--- config.mk ---
export PLATFORM = sky130hd
export DESIGN_NAME = fifo_burst_reader
export DESIGN_NICKNAME = d
export VERILOG_FILES = /design/src/rtl/fifo_burst_reader.sv
export SDC_FILE = /design/constraint.sdc
export NUM_CORES = 1
export LEC_CHECK = 0
export ABC_CLOCK_PERIOD_IN_PS = 3700
export CORE_AREA = 3 3 85 87
export CTS_CLUSTER_DIAMETER = 50
export DETAILED_ROUTE_END_ITERATION = 7
export DIE_AREA = 0 0 88 90
export PLACE_DENSITY = 0.71
export SETUP_SLACK_MARGIN = 0.15
export SLEW_MARGIN = 10
export SYNTH_ARGS = -nofsm -noshare
export SYNTH_HDL_FRONTEND = slang
export SYNTH_SLANG_ARGS = --single-unit
--- constraint.sdc ---
create_clock -name rclk -period 3.7 [get_ports rclk]
set_clock_uncertainty 0.2 [all_clocks]
set_input_delay 0.555 -clock rclk [delete_from_list [all_inputs] [get_ports rclk]]
set_output_delay 0.555 -clock rclk [all_outputs]
set_load 0.005 [all_outputs]
--- src/rtl/fifo_burst_reader.sv ---
// Read-side burst consumer for async_fifo1: drains BURST_LEN words, checks them
// against an incrementing pattern from seed, and reports counts/first error/timeout.
module fifo_burst_reader #(
  parameter int DSIZE     = 8,
  parameter int BURST_LEN = 512,
  parameter int TIMEOUT   = 1024,
  parameter int CW        = $clog2(BURST_LEN+1)
) (
  input  logic             rclk,
  input  logic             rrst,
  input  logic             start,
  input  logic [DSIZE-1:0] seed,
  input  logic             rempty,
  input  logic [DSIZE-1:0] rdata,
  output logic             rinc,
  output logic             busy,
  output logic             done,
  output logic             timeout,
  output logic [CW-1:0]    word_cnt,
  output logic [15:0]      err_cnt,
  output logic [CW-1:0]    first_err_idx
);

  localparam int SW = $clog2(TIMEOUT+1);

  typedef enum logic [1:0] {IDLE, READ, DONE} state_t;

  state_t           state, state_nxt;
  logic [DSIZE-1:0] expected;
  logic [SW-1:0]    stall_cnt;
  logic             last_rd, stall_hit, mismatch;

  always_comb begin
    state_nxt = state;
    rinc      = 1'b0;
    last_rd   = 1'b0;
    stall_hit = 1'b0;
    busy      = (state != IDLE);
    done      = (state == DONE);
    mismatch  = (rdata != expected);
    case (state)
      IDLE: if (start) state_nxt = READ;
      READ: begin
        // rrst gates the strobe so a reset cycle never pops the FIFO
        rinc      = !rempty && !rrst;
        last_rd   = rinc && (word_cnt == CW'(BURST_LEN-1));
        stall_hit = rempty && (stall_cnt == SW'(TIMEOUT-1));
        if (last_rd || stall_hit) state_nxt = DONE;
      end
      DONE:    state_nxt = IDLE;
      default: state_nxt = IDLE;
    endcase
  end

  always_ff @(posedge rclk) begin
    if (rrst) state <= IDLE;
    else      state <= state_nxt;
  end

  always_ff @(posedge rclk) begin
    if (rrst) begin
      expected      <= '0;
      stall_cnt     <= '0;
      word_cnt      <= '0;
      err_cnt       <= '0;
      first_err_idx <= '0;
      timeout       <= 1'b0;
    end else begin
      if (state == IDLE && start) begin
        expected      <= seed;
        stall_cnt     <= '0;
        word_cnt      <= '0;
        err_cnt       <= '0;
        first_err_idx <= '0;
        timeout       <= 1'b0;
      end
      if (state == READ) begin
        if (rinc) begin
          expected  <= expected + DSIZE'(1);
          word_cnt  <= word_cnt + CW'(1);
          stall_cnt <= '0;
          if (mismatch) begin
            if (err_cnt != 16'hFFFF) err_cnt <= err_cnt + 16'd1;
            if (err_cnt == 16'd0)    first_err_idx <= word_cnt;
          end
        end else if (rempty) begin
          stall_cnt <= stall_cnt + SW'(1);
        end
        if (stall_hit) timeout <= 1'b1;
      end
    end
  end

endmodule

==> flow_summary.json <==
{
  "rsz0062_at_grt": "false",
  "final_max_slew_viol_count": 0,
  "top_layer_used": "met4",
  "ctsHoldBuffers": 0,
  "yosys.area_share.simple_pct": 27.8,
  "grt_usage_pct": 20.5,
  "cp_slowest_cell": "or3_4",
  "num_io_pins": 60,
  "synth_xor_xnor_area_share_pct": 3.57,
  "ir_drop_uv": 219,
  "antenna_found_initial": 0,
  "tns_ps": 0,
  "synth_cell_types": 51,
  "htree_num_levels": 3,
  "synthFlopType": "dfxtp_1",
  "fin_crit_sh_pct": 80.1,
  "tightest_slew_ps": 906,
  "synthesis.area_sq_um": 2940,
  "grt_max_degree": 31,
  "async_reset_ff_share_pct": 0,
  "post_cts_resized": 0,
  "dr_wl_met2_um": 3720,
  "wl_um": 7760,
  "vias": 2919,
  "cp-end-kind": "output pin",
  "syn_avg_cell_area_sq_um": 8.22,
  "design_area_sq_um": 3740,
  "start_util_pct": 45.8,
  "fp.dieW_um": 88,
  "cts-root-buf": "clkbuf_8",
  "fp.dieH_um": 90,
  "num_antenna_cells": 0,
  "port_buffers": 59,
  "yosysWarnings": 0,
  "clk_pin_slew_ps": 70,
  "grt_pass1_wl_um": 13200,
  "dpl_cell_area_sq_um": 3570,
  "nets": 438,
  "finalCriticalPeriod_ps": 2960,
  "synth_top_family_by_area": "simple AND/OR/NAND/NOR gates",
  "core_area_sq_um": 6420,
  "hold_depth": 2,
  "synthMuxAreaShare_pct": 2.08,
  "grt_pass1_vias": 2782,
  "synth-seq-cells": 58,
  "cts_buffer_depth": 2,
  "slowest_delay_ps": 540,
  "ys_seq_area_share_pct": 39.4,
  "start_kind": "input pin",
  "path_cells": "clkdlybuf4s50_1 -> or3_4 -> inv_1 -> clkdlybuf4s50_1",
  "antenna_left": 0,
  "area_growth_pct": 27.0,
  "die_area_sq_um": 7920,
  "dp.cells": 479,
  "cts_setup_buffers": 0,
  "worstPathRequired_ps": 2940,
  "drive_gt1_share_pct": 6.71,
  "cts_inserted_buffers": 9,
  "synth-compound-area-share_pct": 20.7,
  "hold_ws_ps": 268,
  "arrival_ps": 2210,
  "cp_top_family": "buffers and inverters",
  "critPathKind": "input pin to output pin",
  "reg2reg_depth": 6,
  "gp_congestion": 0.816,
  "fin_util_pct": 58.2,
  "wl_met1_um": 3540,
  "crit_fanout": 22,
  "r2r_start": "err_cnt[1]",
  "hold_viol": 0,
  "wl_per_cell_um": 15.7,
  "setup.worst_path.start": "rempty",
  "rrSetupSlack_ps": 1060,
  "synth_fa_ha_area_share_pct": 2.12,
  "holdPathEnd": "timeout",
  "rows": 29,
  "grt_remaining_overflow": 0,
  "dr_wl_met3_um": 373,
  "setup_violations": 0,
  "cts_tree": "done",
  "drc": 0,
  "cts.sinks": 58,
  "drtIter0Drc": 184,
  "fmax_mhz": 338,
  "hpwl_um": 5400,
  "synthCells": 358,
  "routed_via_density": 5.91,
  "drt-pass1-iter-count": 4,
  "hold_path_class": "register to register",
  "worstSkewPairLatency_ps": 340,
  "powerDensity_nw_per_um2": 344,
  "cp_common_cell": "clkdlybuf4s50_1",
  "run_status": "completed",
  "syn_nets": 383,
  "final_cells": 494,
  "hold_path.startpoint": "timeout",
  "max_slew_margin_pct": 39.6,
  "reg2reg_to": "err_cnt[6]",
  "worst-path-buf-inv": 3,
  "synth_edf_count": 0,
  "leakage_nw": 1.29,
  "maxCapViolCount": 0
}
## per-layer routing
| layer | global-route usage, % | vias up |
|---|---|---|
| met5 | 0 | - |
| met4 | 7.42 | 0 |
| met3 | 3.84 | 12 |
| met2 | 32.6 | 69 |
| met1 | 27.2 | 1392 |
| li1 | - | 1446 |
## worst reg2reg max path: stages (launching register included)
cell and delay (ps):
dfxtp_1 400, ha_1 230, nand3_1 180, or4_1 570
nor2_1 640, or4_1 210, a21oi_1 70
## registers in the layout, indices dropped and copies added (netlist names)
| register | count |
|---|---|
| timeout | 1 |
| state | 2 |
| expected | 8 |
| word_cnt | 10 |
| first_err_idx | 10 |
| stall_cnt | 11 |
| err_cnt | 16 |
## cells in the final DEF, fill, tap and decap left out, types with 7 or more instances in the layout
| cell type | n |
|---|---|
| inv_1 | 9 |
| nor4_1 | 7 |
| nand2_1 | 37 |
| o21ai_0 | 9 |
| clkbuf_8 | 11 |
| xor2_1 | 10 |
| dfxtp_1 | 58 |
| a21oi_1 | 38 |
| o211ai_1 | 11 |
| nand3_1 | 32 |
| nor2_1 | 25 |
| clkdlybuf4s50_1 | 59 |
| o31ai_1 | 7 |
| and3_1 | 12 |
## cell type report
class                   instances  area, sq um
fillers                       590         2680
multi-input cells             272         1660
flip-flops and latches         58         1160
repair buffers                 63          621
clock buffers                  12          155
well taps                      77         96.3
inverters                       9         33.8
clock inverters                 3         15.0
## worst max path at each step
| stage | to | slack [ps] | cells after the start |
|---|---|---|---|
| 5_1_grt | rinc | 680 | 4 |
| 2_1_floorplan | first_err_idx[0] | 1530 | 6 |
| 3_3_place_gp | err_cnt[13] | 670 | 5 |
| 4_1_cts | rinc | 730 | 4 |
| 6_report | rinc | 740 | 4 |
| 3_5_place_dp | err_cnt[13] | 640 | 5 |
## synth_stat cells (all sizes together) (7+ instances only)
master  instances  area (sq um)
a21oi          38           190
and3           12          75.1
buf             7          47.5
clkbuf         12          45.0
dfxtp          58          1160
inv             9          33.8
nand2          37           139
nand3          32           160
nor2           25          93.8
nor4            9          68.8
o211ai         11          82.6
o21ai           9          45.0
o31ai           7          52.6
xor2           10          87.6
## through the flow
step,total power [mW],setup slack (ps)
floorplan,0.728,1530
global placement,0.773,672
detailed placement,0.776,640
CTS,1.29,733
global route,1.33,679
finish,1.29,738
## cell families (layout without fill, tap and decap cells)
logic type | count (synthesis) | after routing
xor+xnor | 12 | 12
simple gates | 157 | 157
mux | 6 | 6
flops | 58 | 58
fa+ha+maj | 5 | 5
buf+inv | 28 | 87
compound gates | 92 | 92
## power breakdown
group / internal [mW] / total, mW / switching (mW)
Sequential: 0.633 / 0.645 / 0.0119
Combinational: 0.0507 / 0.116 / 0.0657
Clock: 0.273 / 0.524 / 0.251
Power figures use the tool's default switching activity.
